File: src/rtl/sdiv2c_if.sv
// -----------------------------------------------------------------------------
// sdiv2c_if -- start / operand / result bundle for the sdiv2c signed divider.
//
// Handshake: St is a level start request. The divider accepts it only on a
// rising edge where it is in IDLE, and it captures Dividend/Divisor on that
// same edge. St is ignored in every other state. Done is a one-cycle strobe
// that marks Quotient/Remainder/V as valid. Those results then hold until the
// next operation writes them.
//
// Signals
//   St        master->slave  start request
//   Dividend  master->slave  8-bit signed dividend
//   Divisor   master->slave  4-bit signed divisor
//   Quotient  slave->master  4-bit signed quotient (registered)
//   Remainder slave->master  4-bit signed remainder, sign of dividend (registered)
//   V         slave->master  overflow / divide-by-zero flag (registered)
//   Done      slave->master  result-valid strobe
// -----------------------------------------------------------------------------
interface sdiv2c_if;
  logic       St;
  logic [7:0] Dividend;
  logic [3:0] Divisor;
  logic [3:0] Quotient;
  logic [3:0] Remainder;
  logic       V;
  logic       Done;

  modport master (
    output St, Dividend, Divisor,
    input  Quotient, Remainder, V, Done
  );

  modport slave (
    input  St, Dividend, Divisor,
    output Quotient, Remainder, V, Done
  );
endinterface

File: src/rtl/sdiv2c.sv
// -----------------------------------------------------------------------------
// sdiv2c -- 8-bit by 4-bit signed divider.
//
// The divider works on sign/magnitude. It captures the operand signs and
// magnitudes, then runs eight unsigned restoring steps. A final fix-up cycle
// checks that the quotient fits in 4 bits and restores the signs.
//
// Sequence: IDLE -> DIV (8 edges) -> FIX -> DONE -> IDLE.
// A zero divisor goes from IDLE straight to DONE.
//
// Ports
//   CLK          clock; all state changes on the rising edge
//   RSTn         synchronous, active-low reset
//   bus          sdiv2c_if.slave (St, Dividend, Divisor in; Quotient,
//                Remainder, V, Done out)
//   o_dbg_state  current FSM state (0 IDLE, 1 DIV, 2 FIX, 3 DONE)
//   o_dbg_cnt    DIV iteration counter
// -----------------------------------------------------------------------------
module sdiv2c (
  input  logic       CLK,
  input  logic       RSTn,
  sdiv2c_if.slave    bus,
  output logic [1:0] o_dbg_state,
  output logic [2:0] o_dbg_cnt
);

  typedef enum logic [1:0] {
    S_IDLE = 2'd0,
    S_DIV  = 2'd1,
    S_FIX  = 2'd2,
    S_DONE = 2'd3
  } state_t;

  state_t     r_state;
  logic [2:0] r_cnt;
  logic       r_sgn_a;   // dividend sign
  logic       r_sgn_b;   // divisor sign
  logic [7:0] r_dvd;     // dividend magnitude, consumed MSB first
  logic [3:0] r_mag_b;   // divisor magnitude, 1..8
  logic [4:0] r_rem;     // partial remainder
  logic [7:0] r_quo;     // magnitude quotient, built LSB in
  logic [3:0] r_q;
  logic [3:0] r_r;
  logic       r_v;

  logic [7:0] w_abs_a;
  logic [3:0] w_abs_b;
  logic [5:0] w_shift;
  logic       w_ge;
  logic [4:0] w_diff;
  logic       w_ovf;
  logic [3:0] w_q_fix;
  logic [3:0] w_r_fix;

  // Magnitudes. The most negative values map to 128 and 8. Those results are
  // still correct when read as unsigned.
  assign w_abs_a = bus.Dividend[7] ? (8'd0 - bus.Dividend) : bus.Dividend;
  assign w_abs_b = bus.Divisor[3]  ? (4'd0 - bus.Divisor)  : bus.Divisor;

  // Restoring step. The partial remainder is always below the divisor
  // magnitude (at most 7), so the shifted value fits in 5 bits. The compare
  // uses the full width, so the top bit is harmless.
  assign w_shift = {r_rem, r_dvd[7]};
  assign w_ge    = (w_shift >= {2'b00, r_mag_b});
  assign w_diff  = w_shift[4:0] - {1'b0, r_mag_b};

  // A negative quotient can reach -8. A positive quotient stops at +7.
  assign w_ovf = (r_sgn_a == r_sgn_b) ? (r_quo > 8'd7) : (r_quo > 8'd8);

  assign w_q_fix = (r_sgn_a ^ r_sgn_b) ? (4'd0 - r_quo[3:0]) : r_quo[3:0];
  assign w_r_fix = r_sgn_a ? (4'd0 - r_rem[3:0]) : r_rem[3:0];

  always_ff @(posedge CLK) begin
    if (!RSTn) begin
      r_state <= S_IDLE;
      r_cnt   <= 3'd0;
      r_sgn_a <= 1'b0;
      r_sgn_b <= 1'b0;
      r_dvd   <= 8'd0;
      r_mag_b <= 4'd0;
      r_rem   <= 5'd0;
      r_quo   <= 8'd0;
      r_q     <= 4'd0;
      r_r     <= 4'd0;
      r_v     <= 1'b0;
    end else begin
      case (r_state)
        S_IDLE: begin
          if (bus.St) begin
            r_sgn_a <= bus.Dividend[7];
            r_sgn_b <= bus.Divisor[3];
            r_dvd   <= w_abs_a;
            r_mag_b <= w_abs_b;
            r_rem   <= 5'd0;
            r_quo   <= 8'd0;
            r_cnt   <= 3'd0;
            r_v     <= 1'b0;
            if (bus.Divisor == 4'd0) begin
              // A zero divisor skips the iteration and reports at once.
              r_v     <= 1'b1;
              r_q     <= 4'd0;
              r_r     <= 4'd0;
              r_state <= S_DONE;
            end else begin
              r_state <= S_DIV;
            end
          end
        end

        S_DIV: begin
          r_rem <= w_ge ? w_diff : w_shift[4:0];
          r_quo <= {r_quo[6:0], w_ge};
          r_dvd <= {r_dvd[6:0], 1'b0};
          r_cnt <= r_cnt + 3'd1;
          if (r_cnt == 3'd7) r_state <= S_FIX;
        end

        S_FIX: begin
          if (w_ovf) begin
            r_v <= 1'b1;
            r_q <= 4'd0;
            r_r <= 4'd0;
          end else begin
            r_v <= 1'b0;
            r_q <= w_q_fix;
            r_r <= w_r_fix;
          end
          r_state <= S_DONE;
        end

        S_DONE: r_state <= S_IDLE;

        default: r_state <= S_IDLE;
      endcase
    end
  end

  assign bus.Quotient  = r_q;
  assign bus.Remainder = r_r;
  assign bus.V         = r_v;
  assign bus.Done      = (r_state == S_DONE);

  assign o_dbg_state = r_state;
  assign o_dbg_cnt   = r_cnt;

endmodule

File: src/flat_wrapper.sv
// flat-port wrapper written by rule: the top's interface ports become plain ports
module sdiv2c_flat 
  (CLK, RSTn, o_dbg_state, o_dbg_cnt, bus_St, bus_Dividend, bus_Divisor, bus_Quotient, bus_Remainder, bus_V, bus_Done);
  sdiv2c_if bus_i ();
  input  logic CLK;
  input  logic RSTn;
  output logic [1:0] o_dbg_state;
  output logic [2:0] o_dbg_cnt;
  input wire logic [$bits(bus_i.St)-1:0] bus_St;
  input wire logic [$bits(bus_i.Dividend)-1:0] bus_Dividend;
  input wire logic [$bits(bus_i.Divisor)-1:0] bus_Divisor;
  output wire logic [$bits(bus_i.Quotient)-1:0] bus_Quotient;
  output wire logic [$bits(bus_i.Remainder)-1:0] bus_Remainder;
  output wire logic [$bits(bus_i.V)-1:0] bus_V;
  output wire logic [$bits(bus_i.Done)-1:0] bus_Done;
  assign bus_i.St = bus_St;
  assign bus_i.Dividend = bus_Dividend;
  assign bus_i.Divisor = bus_Divisor;
  assign bus_Quotient = bus_i.Quotient;
  assign bus_Remainder = bus_i.Remainder;
  assign bus_V = bus_i.V;
  assign bus_Done = bus_i.Done;
  sdiv2c u_core (.CLK(CLK), .RSTn(RSTn), .bus(bus_i), .o_dbg_state(o_dbg_state), .o_dbg_cnt(o_dbg_cnt));
endmodule
File: config.mk
export PLATFORM = sky130hd
export DESIGN_NAME = sdiv2c_flat
export DESIGN_NICKNAME = d
export VERILOG_FILES = /design/src/rtl/sdiv2c_if.sv /design/src/rtl/sdiv2c.sv /design/src/flat_wrapper.sv
export SDC_FILE = /design/constraint.sdc
export NUM_CORES = 1
export LEC_CHECK = 0
export ABC_AREA = 1
export CELL_PAD_IN_SITES_DETAIL_PLACEMENT = 0
export CELL_PAD_IN_SITES_GLOBAL_PLACEMENT = 2
export CORE_MARGIN = 2
export CORE_UTILIZATION = 30
export DETAILED_ROUTE_END_ITERATION = 16
export GPL_TIMING_DRIVEN = 1
export PLACE_DENSITY = 0.8
export SLEW_MARGIN = 25
export SYNTH_ARGS = -nofsm -noshare
export SYNTH_HDL_FRONTEND = slang
export SYNTH_SLANG_ARGS = --single-unit
File: constraint.sdc
create_clock -name CLK -period 1.9 [get_ports CLK]
set_input_delay 0.38 -clock CLK [delete_from_list [all_inputs] [get_ports CLK]]
set_output_delay 0.38 -clock CLK [all_outputs]
set_load 0.02 [all_outputs]
# ---- Yosys cells after proc, flatten, opt, wreduce, memory -nomap -nowiden
# Cells that the tools add are included.
dict set report word_totals {
  reg_bits 41
  input_bits 15
  output_inout_bits 15
  wordCells 66
}
dict set report classes {
  n_addsub 6
  order_cmp 3
  eq_ne 8
  muxes 28
  bitwise_logic 1
  reduce_logical 9
}
# op count
set ops {}
lappend ops {{case mux 8 bit (2 select lines)} 2}
lappend ops {{two-way mux 4 bit} 7}
lappend ops {{two-way mux 8 bit} 3}
lappend ops {{case mux 4 bit (2 select lines)} 2}
lappend ops {{subtractor 1 x 4 -> 4 bit (first input constant)} 3}
lappend ops {{two-way mux 5 bit} 2}
lappend ops {{case mux 5 bit (2 select lines)} 1}
lappend ops {{greater-than comparator 8 x 3 -> 1 bit (second input constant)} 1}
lappend ops {{greater-than comparator 8 x 4 -> 1 bit (second input constant)} 1}
lappend ops {{case mux 2 bit (4 select lines)} 1}
lappend ops {{AND reduction 2 bit} 4}
lappend ops {{subtractor 1 x 8 -> 8 bit (first input constant)} 1}
lappend ops {{greater-or-equal comparator 6 x 4 -> 1 bit} 1}
lappend ops {{two-way mux 2 bit} 3}
lappend ops {{case mux 3 bit (2 select lines)} 1}
lappend ops {{subtractor 5 x 4 -> 5 bit} 1}
lappend ops {{equality test 2 bit (second input constant)} 2}
lappend ops {{zero test 4 bit} 1}
lappend ops {{two-way mux 1 bit} 4}
lappend ops {{inequality test 2 x 1 -> 1 bit (second input constant)} 2}
lappend ops {{nonzero test 2 bit} 2}
lappend ops {{adder 3 x 1 -> 3 bit (second input constant)} 1}
lappend ops {{equality test 3 bit (second input constant)} 1}
lappend ops {{two-way mux 3 bit} 1}
lappend ops {{other kinds (7)} 7}

# ---- Depth between registers and ports, before layout
# Gate-level depths: netlist of run 1.
dict set report depth {
  depth_word 4
  ltp_mapped 12
  mapped_depth_nobuf 12
}

# ---- Worst setup path after synthesis of run 1
# No wires, ideal clock.
dict set report synth_path {
  kind {reg-to-reg}
  from {register u_core.r_dvd[7]}
  to {register u_core.r_rem[4]}
  setup_time_ns 0.128
  arrival_ns 1.659
  required_ns 1.772
  slack_ns 0.114
  path_stages_with_launch 13
  n_path_buf 0
  period_less_slack_ns 1.786
  cell_sequence {dfxtp_1 -> inv_1 -> ha_1 -> inv_1 -> fa_1 -> inv_1 -> nor2_1 -> nor2_1 -> nand2_1 -> nand2_1 -> nor2_1 -> nor2_1 -> nor2_1}
}
dict set report synth_between {
  elab_chain_len 3
  elab_cells_between_ends 4
  classes_between {add/sub: 1; order compare: 1; mux: 2}
}
# element line
set synth_lines {}
lappend synth_lines {{start, declared} sdiv2c.sv:38} ;# logic [7:0] r_dvd;
lappend synth_lines {{start signal, assigned} sdiv2c.sv:92} ;# r_dvd <= w_abs_a;
lappend synth_lines {{start signal, assigned} sdiv2c.sv:113} ;# r_dvd <= {r_dvd[6:0], 1'b0};
lappend synth_lines {{subtractor 5 x 4 -> 5 bit or greater-or-equal comparator 6 x 4 -> 1 bit (tied branches)} {sdiv2c.sv:65, sdiv2c.sv:64}}
lappend synth_lines {{two-way mux 5 bit (*)} sdiv2c.sv:111} ;# r_rem <= w_ge ? w_diff : w_shift[4:0];
lappend synth_lines {{case mux 5 bit (2 select lines) (*)} sdiv2c.sv:87} ;# case (r_state)
lappend synth_lines {{end signal, assigned} sdiv2c.sv:111}
lappend synth_lines {{end, declared} sdiv2c.sv:40} ;# logic [4:0] r_rem;
# Every way passes the cells marked *; elsewhere a longest branch is shown, timed or not.
# A chain may end at the register's enable or synchronous reset.

# ---- Worst setup path in the final report of run 1
# Same ends and word-level chain as after synthesis.

==> results of run 1 <==
==> registers in the layout, indices dropped and copies added, names as in the netlist <==
signal / cells
u_core.bus.Quotient: 4
u_core.bus.Remainder: 4
u_core.bus.V: 1
u_core.o_dbg_cnt: 3
u_core.o_dbg_state: 2
u_core.r_dvd: 8
u_core.r_mag_b: 4
u_core.r_quo: 8
u_core.r_rem: 5
u_core.r_sgn_a: 1
u_core.r_sgn_b: 1
==> worst paths after layout <==
| check | start | endpoint | slack [ps] | cells past startpoint |
|---|---|---|---|---|
| worst min register to register | u_core.r_quo[7] | u_core.r_quo[7] | 460 | 2 |
| worst min-delay path | u_core.r_quo[7] | u_core.r_quo[7] | 460 | 2 |
| worst max register to register | u_core.r_dvd[7] | u_core.r_rem[4] | 100 | 12 |
| worst max-delay path | u_core.r_dvd[7] | u_core.r_rem[4] | 100 | 12 |
==> kinds of logic after synthesis <==
family	count (synthesis)	share of synthesized area [%]
compound gates	64	14.6
xor+xnor	4	1.50
fa+ha+maj	15	8.37
buf+inv	50	8.42
flops	41	35.2
simple gates	165	31.9
==> per-stage QoR <==
stage / cells / power, uW / setup WS (ps) / area (um^2)
final: 480 / 3000 / 105 / 2930
after global routing: 480 / 3280 / 8.35 / 2930
after CTS: 480 / 2970 / 35.3 / 2890
after global placement: 472 / 2390 / 70.0 / 2800
after floorplan: 339 / 1970 / 114 / 2330
after detailed placement: 472 / 2390 / 43.1 / 2800
==> power groups by stage <==
stage | combinational (uW) | clock, uW | sequential (uW)
3_3_place_gp | 1310 | 0 | 1080
2_1_floorplan | 892 | 0 | 1080
5_1_grt | 1580 | 618 | 1080
4_1_cts | 1320 | 584 | 1060
6_report | 1370 | 565 | 1060
3_5_place_dp | 1310 | 0 | 1080
==> cells in the mapped netlist (5+ instances only) <==
master / n
inv_1: 38
nand3_1: 29
a21oi_1: 41
dfxtp_1: 41
nand2_1: 80
clkbuf_1: 5
o21ai_0: 12
nand4_1: 5
nor2_1: 39
ha_1: 14
==> area by class of cell <==
type | instances | area (um^2) | share of cell area, %
Multi-Input combinational cell | 248 | 1350 | 46.0
Inverter | 42 | 163 | 5.56
Clock inverter | 2 | 10.0 | 0.342
Sequential cell | 41 | 823 | 28.1
Timing Repair Buffer | 39 | 384 | 13.1
Clock buffer | 6 | 72.6 | 2.48
Tap cell | 102 | 128 | 4.36
==> worst max-delay path, stage by stage (launching register included) <==
cell and delay, ps:
dfxtp_2 330, inv_2 70, ha_4 120, inv_2 40, fa_2 370, inv_2 50, nor2_1 40, nor2_2 180
buf_6 140, xor2_1 160, nor2_1 60, nor2_1 100, nor2_1 40
==> routing by layer <==
| metal | up-vias | global-route usage, % | wire length (um) |
|---|---|---|---|
| li1 | 1184 | - | - |
| met1 | 1010 | 18.8 | 2950 |
| met2 | 16 | 24.9 | 2670 |
| met3 | 7 | 1.97 | 82 |
| met4 | 0 | 3.73 | 62 |
| met5 | - | 0 | 0 |
==> flow_summary.json, run 1 <==
{
  "fin_util_pct": 38.3,
  "ys_top_cells_by_area": "dfxtp_1 (35%), nand2_1 (13%), a21oi_1 (8.8%), ha_1 (7.5%), nor2_1 (6.3%)",
  "clock_latency_ps": 290,
  "cts_hold_buf": 0,
  "synth.top_cell.area_share_pct": 35.2,
  "synth_area_um2": 2330,
  "crit_fanout": 4,
  "max-cap-violations": 0,
  "die_w_um": 92.2,
  "ant_nets": 0,
  "fin_nets": 407,
  "gp_congestion": 0.734,
  "antenna_found_initial": 0,
  "fmax_ghz": 0.557,
  "viasPerCell": 4.62,
  "endpoint_kind": "flip-flop",
  "fillers": 811,
  "start_util_pct": 30.5,
  "fp.dieH_um": 92.2,
  "rsz0062_at_grt": "no",
  "max_slew.worst_pin.slew_ps": 467,
  "synth_top_cell_by_area": "dfxtp_1",
  "power.share.sequential_pct": 35.5,
  "yosysSeqAreaShare_pct": 35.2,
  "cts_sinks": 41,
  "setup_viol_count_final": 0,
  "place_hpwl_um": 4250,
  "leakagePower_uw": 0.00124,
  "grt_pass1_wl_um": 9910,
  "drc": 0,
  "cts-root-buf": "clkbuf_8",
  "htreeDepth": 2,
  "drv_slew": 0,
  "worst_ep_required_time_ps": 2090,
  "vdd_drop_max_v": 0.000364,
  "grt_use_total_pct": 14.4,
  "firstDrtPassIters": 4,
  "ios": 30,
  "path_clk_slew_ps": 80,
  "synth_edf_count": 0,
  "drive_above_1_share_pct": 11.1,
  "cp.arrival_ps": 1980,
  "internal_power_uw": 1770,
  "yosysWarnings": 0,
  "dieArea_um2": 8500,
  "mostFrequentLayoutCells": "nand2_1 (79), a21oi_1 (41), dfxtp_1 (39)",
  "powerDensity_nw_per_um2": 1030,
  "final_common_cell": "nand2_1",
  "core_um2": 7650,
  "p_clk_share_pct": 18.8,
  "tritoncts": "built",
  "yosys_register_bits": 41,
  "drt_iter0_drc": 88,
  "post_cts_buffers": 0,
  "wl_per_cell_um": 12.0,
  "final.setup.tns_ps": 0,
  "swShare_pct": 41.0,
  "postSynthNetCount": 369,
  "grt_pass1_vias": 2182,
  "synth_async_sr_flop_share_pct": 0,
  "port_buffers": 29,
  "cts_buffers": 5,
  "combPwrFrac_pct": 45.7,
  "avgSynthCellArea_um2": 6.88,
  "clock_skew_ps": 6.62,
  "synth_ff_type": "dfxtp_1",
  "power.switching_uw": 1230,
  "synth_cell_types": 30,
  "clockBufferDepth": 2,
  "diodes": 0,
  "drt_wl_total_um": 5770,
  "rows": 32,
  "synthCells": 339,
  "whs_ps": 462,
  "cts_resized": 0,
  "gr-total-overflow": 0,
  "critPathKind": "flip-flop to flip-flop",
  "hp-class": "flip-flop to flip-flop",
  "slew_headroom_pct": 68.8,
  "fin_crit_ps": 1800,
  "vias": 2217,
  "startpoint_type": "flip-flop",
  "hold_viol": 0,
  "grt_max_degree": 34,
  "status": "complete, no violations",
  "post-route-period-util_pct": 94.5,
  "syn2layout_area_growth_pct": 25.4
}
Note: power is estimated with default switching activity, not from simulation.
==> run 2: changes to the inputs <==
CORE_UTILIZATION = 33   (was 30)
PLACE_DENSITY = 0.87   (was 0.8)
clock period = 2.1 ns   (was 1.9 ns; I/O delays follow)
==> run 2 against run 1 <==
  * Clock power up 20%
  * Non-clock buffer count down 4
  * Critical path depth unchanged
  * Cell count down 2.1%
  * Die area down 8.7%
  * Setup slack better by 100 ps
  * Fmax down 5.1%
  * Global-route usage up 1.5 points
  * Sequential power down 9.7%
  * Total power down 8.1%
  * Critical endpoint unchanged
  * Largest cell class unchanged
==> flow_summary.json, run 2 (synthesized netlist as in run 1, its figures left out) <==
{
  "status": "complete, no violations",
  "startpoint": "u_core.r_dvd[7]",
  "wl_met2_um": 2600,
  "fmax_ghz": 0.529,
  "fin_cells": 470,
  "setup_viol_count_final": 0,
  "ant_nets": 0,
  "internal_power_uw": 1680,
  "grt_pass1_wl_um": 9740,
  "endpoint_kind": "flip-flop",
  "power.share.sequential_pct": 34.7,
  "fp.dieH_um": 88.1,
  "cts_resized": 0,
  "worst_ep_required_time_ps": 2300,
  "cts_buffers": 5,
  "die_w_um": 88.1,
  "drive_above_1_share_pct": 7.75,
  "clock_skew_ps": 12.0,
  "hold_start": "u_core.r_quo[7]",
  "topRoutingLayerUsed": "met4",
  "drv_slew": 0,
  "gp_congestion": 0.766,
  "firstDrtPassIters": 4,
  "met1Wirelength_um": 2780,
  "whs_ps": 464,
  "cts-root-buf": "clkbuf_8",
  "viasPerCell": 4.66,
  "post_cts_buffers": 0,
  "rr_startpoint": "u_core.r_dvd[7]",
  "final.setup.tns_ps": 0,
  "cts_hold_buf": 0,
  "grt_use_total_pct": 15.9,
  "power.switching_uw": 1070,
  "rsz0062_at_grt": "no",
  "dieArea_um2": 7760,
  "rows": 30,
  "grt_max_degree": 27,
  "placedCellCount": 462,
  "place_hpwl_um": 4230,
  "clockBufferDepth": 2,
  "clock_latency_ps": 300,
  "drc": 0,
  "mostFrequentLayoutCells": "nand2_1 (80), a21oi_1 (41), dfxtp_1 (41)",
  "port_buffers": 29,
  "path_clk_slew_ps": 80,
  "powerDensity_nw_per_um2": 955,
  "fin_crit_ps": 1890,
  "max-cap-violations": 0,
  "diodes": 0,
  "power_uw": 2760,
  "syn2layout_area_growth_pct": 23.8,
  "startpoint_type": "flip-flop",
  "antenna_found_initial": 0,
  "fillers": 737,
  "hold_viol": 0,
  "critPathKind": "flip-flop to flip-flop",
  "tritoncts": "built",
  "gr-total-overflow": 0,
  "ios": 30,
  "drt_wl_total_um": 5570,
  "final_common_cell": "nand2_1",
  "routed-wl-met3_um": 135,
  "max_slew.worst_pin.slew_ps": 473,
  "start_util_pct": 34.1,
  "reg_top3": "u_core.r_dvd (8), u_core.r_quo (8), u_core.r_rem (5)",
  "cts_sinks": 41,
  "drt_iter0_drc": 79,
  "slew_headroom_pct": 68.4,
  "core_um2": 6830,
  "htreeDepth": 2,
  "wl_per_cell_um": 11.9,
  "cp.arrival_ps": 2090,
  "p_clk_share_pct": 24.7,
  "crit_fanout": 4,
  "leakagePower_uw": 0.00121,
  "vdd_drop_max_v": 0.000506,
  "grt_pass1_vias": 2150,
  "combPwrFrac_pct": 40.6,
  "swShare_pct": 39.0,
  "hp-class": "flip-flop to flip-flop",
  "fin_nets": 403,
  "vias": 2190,
  "post-route-period-util_pct": 90.1
}
-- run 2: metrics by stage --
step	instance area (um^2)	util (%)	setup WS [ps]
finish	2890	42.3	209
global route	2890	42.3	13.7
CTS	2890	42.3	186
detailed placement	2770	40.5	105
global placement	2770	40.5	149
floorplan	2330	-	314
-- run 2: power by group through the flow --
stage	Clock [uW]	Combinational, uW	Sequential (uW)
floorplan	0	807	975
global placement	0	1130	978
detailed placement	0	1130	975
CTS	703	1140	958
global route	732	1290	975
finish	680	1120	957
-- run 2: cell type report --
class | instances | area (um^2) | area share [%]
Multi-Input combinational cell | 248 | 1320 | 45.6
Sequential cell | 41 | 821 | 28.4
Timing Repair Buffer | 35 | 348 | 12.1
Inverter | 42 | 163 | 5.64
Tap cell | 96 | 120 | 4.16
Clock buffer | 6 | 82.6 | 2.86
Clock inverter | 2 | 37.5 | 1.30
-- run 2: critical path: stages, from the launching register on --
cell     delay (ps)
dfxtp_1         320
inv_1            90
ha_1            150
inv_1            60
fa_1            410
inv_1            70
nor2_1           40
nor2_1          160
buf_4           170
xor2_1          150
nor2_1           60
nor2_1           90
nor2_1           50
-- run 2: final timing paths --
kind | depth (start not counted) | endpoint | slack (ps)
worst max-delay path | 12 | u_core.r_rem[4] | 210
worst min-delay path | 2 | u_core.r_quo[7] | 460
worst max register to register | 12 | u_core.r_rem[4] | 210
worst min register to register | 2 | u_core.r_quo[7] | 460
-- run 2: per-layer routing --
metal	global-route usage, %	vias to the layer above
met4	4.13	0
met1	19.8	994
met2	27.8	20
met3	3.68	6
li1	-	1170
met5	0	-
==> run 3: changes to the inputs <==
--- a/config.mk
+++ b/config.mk
@@ -10,8 +10,9 @@
 export CELL_PAD_IN_SITES_GLOBAL_PLACEMENT = 2
 export CORE_MARGIN = 2
-export CORE_UTILIZATION = 33
+export CORE_UTILIZATION = 38
 export DETAILED_ROUTE_END_ITERATION = 16
+export DONT_BUFFER_PORTS = 1
 export GPL_TIMING_DRIVEN = 1
-export PLACE_DENSITY = 0.87
+export PLACE_DENSITY = 0.86
 export SLEW_MARGIN = 25
 export SYNTH_ARGS = -nofsm -noshare
==> constraint.sdc (replaced) <==
create_clock -name CLK -period 2.1 [get_ports CLK]
set_input_delay 0.42 -clock CLK [delete_from_list [all_inputs] [get_ports CLK]]
set_output_delay 0.42 -clock CLK [all_outputs]
set_load 0.05 [all_outputs]
==> run 3 against run 2 <==
  * Sequential power down 0.4%
  * Sequential share of layout area up 3.6 points
  * First-iteration DRC count up 3.8%
  * Clock-buffer cell count unchanged
  * Critical path type unchanged
==> flow_summary.json, run 3 (synthesized netlist as in run 1, its figures left out) <==
{
  "status": "complete, no violations",
  "ios": 30,
  "grt_max_degree": 27,
  "critPathKind": "flip-flop to flip-flop",
  "tritoncts": "built",
  "cts_buffers": 5,
  "powerDensity_nw_per_um2": 1000,
  "crit_fanout": 5,
  "max_slew.worst_pin.slew_ps": 521,
  "core_um2": 5920,
  "post-route-period-util_pct": 91.0,
  "worst_ep_required_time_ps": 2290,
  "syn2layout_area_growth_pct": 9.87,
  "endpoint_kind": "flip-flop",
  "vias": 2070,
  "post_cts_buffers": 0,
  "worst_r2r_path_depth": 12,
  "diodes": 0,
  "grt_pass1_wl_um": 9040,
  "fillers": 651,
  "antenna_found_initial": 0,
  "reg_top3": "u_core.r_dvd (8), u_core.r_quo (8), u_core.r_rem (5)",
  "final_common_cell": "nand2_1",
  "drc": 0,
  "r2r-end": "u_core.r_rem[4]",
  "worstSetupEndpoint": "u_core.r_rem[4]",
  "firstDrtPassIters": 4,
  "max-cap-violations": 0,
  "vdd_drop_max_v": 0.000621,
  "hold_viol": 0,
  "drive_above_1_share_pct": 9.17,
  "path_clk_slew_ps": 80,
  "gp_congestion": 0.745,
  "viasPerCell": 4.88,
  "cts-root-buf": "clkbuf_8",
  "dieArea_um2": 6780,
  "setup_viol_count_final": 0,
  "cts_hold_buf": 0,
  "fmax_ghz": 0.523,
  "mostFrequentLayoutCells": "nand2_1 (80), a21oi_1 (41), dfxtp_1 (41)",
  "drt_iter0_drc": 82,
  "fp.dieH_um": 82.3,
  "rows": 28,
  "fin_crit_ps": 1910,
  "leakagePower_uw": 0.00111,
  "drv_slew": 0,
  "grt_pass1_vias": 1965,
  "port_buffers": 0,
  "slew_headroom_pct": 65.2,
  "cts_resized": 0,
  "drt_wl_total_um": 5310,
  "fin_util_pct": 43.3,
  "ant_nets": 0,
  "gr-total-overflow": 0,
  "grt_use_total_pct": 17.3,
  "rsz0062_at_grt": "no",
  "htreeDepth": 2,
  "clockBufferDepth": 2,
  "startpoint": "u_core.r_dvd[7]",
  "regArea_um2": 821,
  "clock_latency_ps": 290,
  "die_w_um": 82.3,
  "place_hpwl_um": 3950,
  "cts_sinks": 41,
  "hp-class": "input port to flip-flop",
  "fin_nets": 378,
  "rr_startpoint": "u_core.r_dvd[7]",
  "clock_skew_ps": 6.00,
  "final.setup.tns_ps": 0,
  "wl_per_cell_um": 12.5,
  "startpoint_type": "flip-flop",
  "multi_input_area_um2": 1320,
  "reg2reg_setup_slack_ps": 190,
  "start_util_pct": 39.4,
  "cp.arrival_ps": 2100
}
## run 3: changes by cell type in the layout (fill, tap and decap cells not counted), sizes merged
cell	before	now
clkinv	1	3
clkdlybuf4s50	29	0
buf	6	10
bufinv	1	0
clkinvlp	1	0
## run 3: worst min-delay path by stage
| stage | cells past startpoint | start | endpoint | slack [ps] |
|---|---|---|---|---|
| floorplan | 2 | u_core.r_quo[7] | u_core.r_quo[7] | 440 |
| global placement | 2 | u_core.r_quo[7] | u_core.r_quo[7] | 450 |
| CTS | 1 | RSTn | u_core.bus.Remainder[1] | 240 |
| global route | 1 | RSTn | u_core.bus.Remainder[1] | 250 |
| detailed placement | 2 | u_core.r_dvd[5] | u_core.r_dvd[5] | 460 |
| finish | 1 | RSTn | u_core.bus.Remainder[1] | 250 |
## run 3: layer usage
metal | wire (um) | global-route usage (%)
met4 | 36 | 4.00
met5 | 0 | 0
met3 | 160 | 3.26
met1 | 2580 | 22.6
met2 | 2530 | 29.4
## run 3: report_power, final
group | switching, uW | internal [uW]
combinational | 725 | 389
sequential | 73.8 | 879
clock | 273 | 231
total | 1070 | 1500
## run 3: cell type report
cell class	instances	share of cell area (%)
clock buffer	6	2.83
clock inverter	2	0.391
inverter	42	6.35
multi-input combinational	248	51.3
sequential	41	32.0
tap	75	3.66
timing repair buffer	10	3.42
## run 3: worst max-delay path, cell delays in order, from the launching register on
cell     delay [ps]
dfxtp_1         310
inv_1            70
ha_1            140
inv_1            60
fa_1            410
inv_1            70
nor2_1           40
nor2_1          230
buf_4           170
xor2_1          140
nor2_1           50
nor2_1           80
nor2_1           40
## run 3: per-stage QoR
stage          worst slack [ps]  instances  hold WS, ps  power, uW  area (um^2)
3_3_place_gp                225        416          450       2100         2480
6_report                    189        424          250       2570         2560
5_1_grt                    11.3        424          250       2810         2560
4_1_cts                     180        424          244       2600         2560
3_5_place_dp                213        416          456       2090         2480
2_1_floorplan               201        339          435       1820         2330
